[config.mk]
export PLATFORM = sky130hd
export DESIGN_NAME = cordic_angle_reducer
export DESIGN_NICKNAME = d
export VERILOG_FILES = /design/src/rtl/cordic_pkg.sv /design/src/rtl/cordic_pipe_stage.sv /design/src/rtl/cordic_angle_reducer.sv
export SDC_FILE = /design/constraint.sdc
export NUM_CORES = 1
export LEC_CHECK = 0
export BUFFER_PORTS_ARGS = -buffer_cell sky130_fd_sc_hd__buf_2
export CAP_MARGIN = 30
export CORE_MARGIN = 5
export CORE_UTILIZATION = 38
export CTS_CLUSTER_DIAMETER = 50
export DETAILED_ROUTE_END_ITERATION = 10
export SKIP_CTS_REPAIR_TIMING = 1
export SLEW_MARGIN = 10
export SYNTH_ARGS = -nofsm -noshare
export SYNTH_HDL_FRONTEND = slang
export SYNTH_SLANG_ARGS = --single-unit
[constraint.sdc]
create_clock -name clk -period 4.9 [get_ports clk]
set_clock_uncertainty 0.15 [all_clocks]
set_input_delay 0.98 -clock clk [delete_from_list [all_inputs] [get_ports clk]]
set_output_delay 0.98 -clock clk [all_outputs]
set_load 0.02 [all_outputs]
[src/rtl/cordic_pkg.sv]
// Shared constants and types for the CORDIC angle reduction path.
// Angles enter as signed Q3.29 radians and leave as signed Q2.30 radians.
package cordic_pkg;

  localparam int unsigned THETA_W  = 32;  // angle word width, both formats
  localparam int unsigned IN_FRAC  = 29;  // Q3.29 fraction bits
  localparam int unsigned OUT_FRAC = 30;  // Q2.30 fraction bits
  localparam int unsigned WRAP_W   = 34;  // headroom for +/- 2*pi arithmetic

  localparam logic [31:0] PI_Q29      = 32'h6487ED51;
  localparam logic [31:0] HALF_PI_Q29 = 32'h3243F6A9;
  localparam logic [33:0] TWO_PI_Q29  = 34'h0C90FDAA2;

  // Which reflection the fold stage applied.
  typedef enum logic [1:0] {
    FOLD_NONE = 2'd0,
    FOLD_POS  = 2'd1,
    FOLD_NEG  = 2'd2
  } fold_e;

  // Sign-extend a Q3.29 word into the wide arithmetic format.
  function automatic logic signed [WRAP_W-1:0] sext_q29(input logic [THETA_W-1:0] v);
    return {{(WRAP_W-THETA_W){v[THETA_W-1]}}, v};
  endfunction

endpackage

[src/rtl/cordic_pipe_stage.sv]
// Valid/ready register slice carrying an opaque W-bit payload.
// Ports:
//   clk, rst_n       clock, asynchronous active-low reset
//   i_valid/o_ready  upstream handshake, i_data payload in
//   o_valid/i_ready  downstream handshake, o_data payload out
// The slice loads whenever it is empty or its content is leaving, so a
// full pipeline shifts without bubbles; o_ready never depends on i_valid.
module cordic_pipe_stage #(
  parameter int unsigned W = 8
) (
  input  logic         clk,
  input  logic         rst_n,
  input  logic         i_valid,
  output logic         o_ready,
  input  logic [W-1:0] i_data,
  output logic         o_valid,
  input  logic         i_ready,
  output logic [W-1:0] o_data
);

  logic         r_valid;
  logic [W-1:0] r_data;
  logic         w_advance;

  assign w_advance = !r_valid || i_ready;
  assign o_ready   = w_advance;
  assign o_valid   = r_valid;
  assign o_data    = r_data;

  // Payload only updates on a real load, so held data stays stable during stalls.
  always_ff @(posedge clk or negedge rst_n) begin
    if (!rst_n) begin
      r_valid <= 1'b0;
      r_data  <= '0;
    end else if (w_advance) begin
      r_valid <= i_valid;
      if (i_valid) begin
        r_data <= i_data;
      end
    end
  end

endmodule

[src/rtl/cordic_angle_reducer.sv]
// Reduces any Q3.29 angle in [-4, 4) to a Q2.30 angle in [-pi/2, pi/2]
// for the CORDIC core, plus a flag telling downstream to negate cos.
// Stage 1 wraps into [-pi, pi]; stage 2 folds into [-pi/2, pi/2] and
// converts format. Both stages are valid/ready slices.
// Ports:
//   clk, rst (async, active-low)
//   in_valid/in_ready/in_theta/in_tag        upstream angle interface
//   out_valid/out_ready/out_theta/out_neg_cos/out_tag  downstream interface
module cordic_angle_reducer
  import cordic_pkg::*;
#(
  parameter int unsigned TAG_W = 4
) (
  input  logic               clk,
  input  logic               rst,
  input  logic               in_valid,
  output logic               in_ready,
  input  logic [31:0]        in_theta,
  input  logic [TAG_W-1:0]   in_tag,
  output logic               out_valid,
  input  logic               out_ready,
  output logic [31:0]        out_theta,
  output logic               out_neg_cos,
  output logic [TAG_W-1:0]   out_tag
);

  localparam int unsigned S1_W = THETA_W + TAG_W;
  localparam int unsigned S2_W = 1 + THETA_W + TAG_W;

  logic signed [WRAP_W-1:0] w_pi;
  logic signed [WRAP_W-1:0] w_half_pi;
  logic signed [WRAP_W-1:0] w_two_pi;

  assign w_pi      = {2'b00, PI_Q29};
  assign w_half_pi = {2'b00, HALF_PI_Q29};
  assign w_two_pi  = TWO_PI_Q29;

  // Stage 1 input: wrap into [-pi, pi]; boundary values pass untouched.
  logic signed [WRAP_W-1:0] w_x;
  logic signed [WRAP_W-1:0] w_wrap;

  always_comb begin
    w_x    = sext_q29(in_theta);
    w_wrap = w_x;
    if (w_x > w_pi) begin
      w_wrap = w_x - w_two_pi;
    end else if (w_x < -w_pi) begin
      w_wrap = w_x + w_two_pi;
    end
  end

  logic             w_s1_valid;
  logic             w_s1_ready;
  logic [S1_W-1:0]  w_s1_din;
  logic [S1_W-1:0]  w_s1_dout;
  logic             w_s2_ready;

  // Wrapped value lies within [-pi, pi], so 32 bits of Q3.29 hold it exactly.
  assign w_s1_din = {w_wrap[THETA_W-1:0], in_tag};

  cordic_pipe_stage #(
    .W (S1_W)
  ) u_stage1 (
    .clk     (clk),
    .rst_n   (rst),
    .i_valid (in_valid),
    .o_ready (w_s1_ready),
    .i_data  (w_s1_din),
    .o_valid (w_s1_valid),
    .i_ready (w_s2_ready),
    .o_data  (w_s1_dout)
  );

  assign in_ready = w_s1_ready;

  // Stage 2 input: fold into [-pi/2, pi/2] by reflecting about +/- pi/2.
  logic [THETA_W-1:0]       w_s1_theta;
  logic [TAG_W-1:0]         w_s1_tag;
  logic signed [WRAP_W-1:0] w_y;
  logic signed [WRAP_W-1:0] w_fold;
  fold_e                    w_fold_sel;
  logic                     w_neg_cos;
  logic [THETA_W-1:0]       w_q30;

  assign w_s1_theta = w_s1_dout[TAG_W +: THETA_W];
  assign w_s1_tag   = w_s1_dout[TAG_W-1:0];

  always_comb begin
    w_y        = sext_q29(w_s1_theta);
    w_fold     = w_y;
    w_fold_sel = FOLD_NONE;
    if (w_y > w_half_pi) begin
      w_fold     = w_pi - w_y;
      w_fold_sel = FOLD_POS;
    end else if (w_y < -w_half_pi) begin
      w_fold     = -w_pi - w_y;
      w_fold_sel = FOLD_NEG;
    end
  end

  assign w_neg_cos = (w_fold_sel != FOLD_NONE);
  // Q3.29 -> Q2.30: one left shift; the folded range guarantees no overflow.
  assign w_q30     = {w_fold[THETA_W-2:0], 1'b0};

  logic w_unused;
  assign w_unused = ^{w_wrap[WRAP_W-1:THETA_W], w_fold[WRAP_W-1:THETA_W-1]};

  logic [S2_W-1:0] w_s2_din;
  logic [S2_W-1:0] w_s2_dout;

  assign w_s2_din = {w_neg_cos, w_q30, w_s1_tag};

  cordic_pipe_stage #(
    .W (S2_W)
  ) u_stage2 (
    .clk     (clk),
    .rst_n   (rst),
    .i_valid (w_s1_valid),
    .o_ready (w_s2_ready),
    .i_data  (w_s2_din),
    .o_valid (out_valid),
    .i_ready (out_ready),
    .o_data  (w_s2_dout)
  );

  assign out_neg_cos = w_s2_dout[S2_W-1];
  assign out_theta   = w_s2_dout[TAG_W +: THETA_W];
  assign out_tag     = w_s2_dout[TAG_W-1:0];

endmodule
# After elaboration in Yosys (flattened, before gate mapping)
# Index checks and enable logic that the tools add are counted.
# Widths: inputs -> output; s select.
[totals]
regBits = 74
in_bits = 40
out_inout_bits = 39
word_cells = 25
[op_classes]
add_sub_neg = 4
order_cmp = 4
mux = 6
n_reduce_logical = 7
[op_table]
columns = ["operator", "count"]
rows = [
  ["$mux 32", 2],
  ["$mux 31", 2],
  ["$sub 30x31->31 const A", 2],
  ["$add 32x31->32 const B", 1],
  ["$gt 32x31->1 const B", 1],
  ["$gt 32x32->1 const B", 1],
  ["$lt 32x31->1 const B", 1],
  ["$lt 32x32->1 const B", 1],
  ["$sub 32x31->32 const B", 1],
  ["$mux 2", 2],
  ["$reduce_and 2->1", 2],
  ["$logic_not 1->1", 2],
  ["$logic_or 1x1->1", 2],
  ["$reduce_bool 2->1", 1],
]

# Logic depth before layout (Yosys ltp)
[depth]
depth_word = 4
depth_mapped = 10

# Hierarchy
# A second synthesis with hierarchy kept.
[hier_totals]
hier_cells = 640
hier_area_um2 = 6122.1
[by_module_without_submodules]
columns = ["mod", "instances", "cells_per_inst", "area_each_um2", "seq_area_each_um2"]
rows = [
  ["cordic_angle_reducer", 1, 480, 3040.4, 0.0],
  ["cordic_pipe_stage (u_stage2)", 1, 81, 1572.8, 950.9],
  ["cordic_pipe_stage (u_stage1)", 1, 79, 1508.9, 925.9],
]

# Worst setup path before layout
# No wires, ideal clock.
[synth_path]
path_kind = "input to register"
start = "input port in_theta[14]"
end = "register u_stage1.r_data[33], in the netlist u_stage1.o_data[33]"
setup_ps = 135
t_arrival_ps = 2838
required_time_ps = 4615
path_slack_ps = 1777
stages = 9
path_cell_list = "clkbuf_1 -> and4_1 -> and3_1 -> nand3_1 -> a211oi_2 -> clkbuf_1 -> o311ai_0 -> a32oi_1 -> o21ai_0"
[synth_via]
elab_chain_len = 3
elab_cells_between_ends = 6
cone_classes = "add/sub: 2; order compare: 2; mux: 2"
[synth_rtl]
columns = ["element", "line_no", "text"]
rows = [
  ["start: declaration", "cordic_angle_reducer.sv:18", "input logic [31:0] in_theta,"],
  ["$add 32x31->32 or $lt 32x32->1 (tied branches)", "cordic_angle_reducer.sv:48, cordic_angle_reducer.sv:47", ""],
  ["$mux 32", "cordic_angle_reducer.sv:47", "end else if (w_x < -w_pi) begin"],
  ["$mux 32 *", "cordic_angle_reducer.sv:45", "if (w_x > w_pi) begin"],
  ["end signal: assignment", "cordic_pipe_stage.sv:38", "r_data <= i_data;"],
  ["end: declaration", "cordic_pipe_stage.sv:22", "logic [W-1:0] r_data;"],
]
# Every way passes the cells marked *; elsewhere a longest branch is shown, timed or not.
# A chain may end at the register's enable or synchronous reset.

# Final worst setup path
[layout_path]
start = "register u_stage1.r_data[31], in the netlist u_stage1.o_data[31]"
end = "register u_stage2.r_data[12], in the netlist u_stage2.o_data[12]"
[layout_via]
elab_chain_len = 3
elab_cells_between_ends = 4
cone_classes = "order compare: 2; mux: 2"
[layout_rtl]
columns = ["element", "line_no", "text"]
rows = [
  ["$lt 32x31->1", "cordic_angle_reducer.sv:95", "end else if (w_y < -w_half_pi) begin"],
  ["$mux 31", "cordic_angle_reducer.sv:95", ""],
  ["$mux 31 *", "cordic_angle_reducer.sv:92", "if (w_y > w_half_pi) begin"],
  ["end signal: assignment", "cordic_pipe_stage.sv:38", ""],
  ["end: declaration", "cordic_pipe_stage.sv:22", ""],
]
# Marks and branches as above.

==> results_dict.tcl <==
set metrics [dict create \
    slew_headroom_pct 43.38 \
    yosys_warnings 0 \
    core_area_um2 15830 \
    timing.rr.end "u_stage2.o_data[12]$_DFFE_PN0P_" \
    hp-start "u_stage2.o_data[2]$_DFFE_PN0P_" \
    min_path_type "flip-flop to flip-flop" \
    cts_max_level 3 \
    required_ns 4.97 \
    rsz0062_at_grt "no" \
    drv_cap 0 \
    dpl_cell_area_um2 6521 \
    cts_made_buffers 9 \
    area_growth_pct 12.78 \
    synth_area_um2 6091 \
    ys_types 75 \
    gp_congestion 0.8634 \
    nNetsFinal 858 \
    die_h_um 136.6 \
    drt_iter0_markers 564 \
    io_pins 79 \
    most-common-layout-cells "nand2_1, buf_2, dfrtp_1" \
    clkLatencyLatePin_ns 0.34 \
    avgRoutedWirePerCell_um 16.97 \
    antenna_cells 0 \
    tightest_slew_ns 0.8474 \
    final-hold-violation-count 0 \
    drc 0 \
    crit_arrival_ns 3.43 \
    vias 6026 \
    hold_ws_ns 0.3187 \
    slew_violations 0 \
    ir_drop_v 0.0001498 \
    synth_top_flop_cell "dfrtp_1" \
    p_per_area_nw_per_um2 370.2 \
    setup_viol 0 \
    yosysSeqAreaShare_pct 30.40 \
    synth_edf_count 0 \
    grt_usage_pct 19.18 \
    fin_setup_tns_ns 0 \
    r2r_setup_slack_ns 1.54 \
    crit_fanout 31 \
    firstDrtPassIters 5 \
    clk_path_buf_depth 2 \
    dieArea_um2 18660 \
    synthCells 787 \
    period_minus_slack_ns 3.361 \
    synth_seq_cells 74 \
    syn_nets 835 \
    final_common_cell "nand2_1" \
    antenna_found_initial 0 \
    die_x_um 136.6 \
    fmax_mhz 297.6 \
    cts_root_buf "clkbuf_16" \
    drt_wl_total_um 17480 \
    end_kind "flip-flop" \
    viasPerCell 5.850 \
    dp_hpwl_um 12780 \
    drive_gt1_share_pct 15.11 \
    numClockSinks 74 \
    async_reset_ff_share_pct 100.0 \
    cts_tree "built" \
    overflow 0 \
    p_leak_nw 2.860 \
    cts.clk_slew.worst_paths_ns 0.06 \
    stdcell_area_um2 6869 \
    run_status "finished clean" \
    finalCritPeriodShare_pct 68.58 \
    portBuffers 77 \
    start_util_pct 38.48 \
    grt_pass1_vias 5486 \
    hold_path_depth 2 \
    r2r-start "u_stage1.o_data[31]$_DFFE_PN0P_" \
    worstRegToRegCells 7 \
    grt_first_pass_wirelength_um 29300 \
    synth_area_per_cell_um2 7.739 \
    grt_max_degree 75 \
    rows 46 \
    antenna_left 0 \
    path_class "flip-flop to flip-flop" \
    min_to "u_stage2.o_data[2]$_DFFE_PN0P_" \
    startpoint_type "flip-flop" \
]
[Yosys cell counts, types with 16 or more instances]
library cell	n	share of area (%)
nand2_1	120	7.4
dfrtp_1	74	30
o21ai_0	60	4.9
clkbuf_1	56	3.5
nor2_1	45	2.8
a21oi_1	32	2.6
nand3_1	32	2.6
xor2_1	26	3.7
nor3_1	18	1.5
a22oi_1	17	2.1
a32oi_1	17	2.4
inv_1	16	0.99
[flip-flops by register name, summed over array words and instances, names as in the netlist]
register / cells
u_stage1.o_valid: 1
u_stage2.o_valid: 1
u_stage2.o_data: 36
u_stage1.o_data: 36
[layout make-up]
type                       count  area (um^2)
fill                        1635         8959
multi-input combinational    623         3884
tap                          216        270.3
clock inverter                 2        60.06
inverter                      16        60.06
clock buffer                  13        260.3
timing repair buffer          86        483.0
sequential                    74         1852
[worst max path at each step]
stage | from | endpoint | cells after the start
2_1_floorplan | in_theta[14] | u_stage1.o_data[33]$_DFFE_PN0P_ | 9
3_3_place_gp | in_theta[16] | u_stage1.o_data[6]$_DFFE_PN0P_ | 10
3_5_place_dp | in_theta[16] | u_stage1.o_data[6]$_DFFE_PN0P_ | 10
4_1_cts | u_stage1.o_data[31]$_DFFE_PN0P_ | u_stage2.o_data[12]$_DFFE_PN0P_ | 7
5_1_grt | in_theta[16] | u_stage1.o_data[6]$_DFFE_PN0P_ | 10
6_report | u_stage1.o_data[31]$_DFFE_PN0P_ | u_stage2.o_data[12]$_DFFE_PN0P_ | 7
[logic make-up after synthesis]
family	Yosys count	share of synthesized area, %
other cells	1	0.06157
flops	74	30.40
compound gates	256	29.38
fa+ha+maj	8	1.643
mux	7	1.171
simple gates	319	26.64
buf+inv	90	6.101
xor+xnor	32	4.601
[report_power, final]
group | internal, mW | switching [mW] | total (mW) | leakage [nW]
registers | 0.755 | 0.179 | 0.933 | 0.902
clock network | 0.471 | 0.248 | 0.719 | 0.156
logic | 0.336 | 0.555 | 0.890 | 1.80
total | 1.56 | 0.982 | 2.54 | 2.86
[routing by layer]
metal | wire length, um | track usage [%]
met5 | 0 | 0
met4 | 210 | 4.927
met3 | 912 | 2.500
met2 | 7558 | 28.04
met1 | 8798 | 29.58
[through the flow]
step	cells	setup slack, ns	total power [mW]	utilization [%]
CTS	1029	1.557	2.557	43.23
floorplan	787	1.777	1.543	-
global route	1030	1.377	2.710	43.40
global placement	1013	1.253	1.818	41.11
detailed placement	1014	1.281	1.832	41.20
finish	1030	1.539	2.543	43.40
[critical path, stage by stage, from the launching register on]
cell and delay (ns):
dfrtp_1 0.55, and4bb_2 0.41, nand4_1 0.12, or4_4 0.59, a21oi_4 0.70, o211ai_1 0.24, o2111a_1 0.20, a221o_1 0.26
Note: power is estimated with default switching activity, not from simulation.
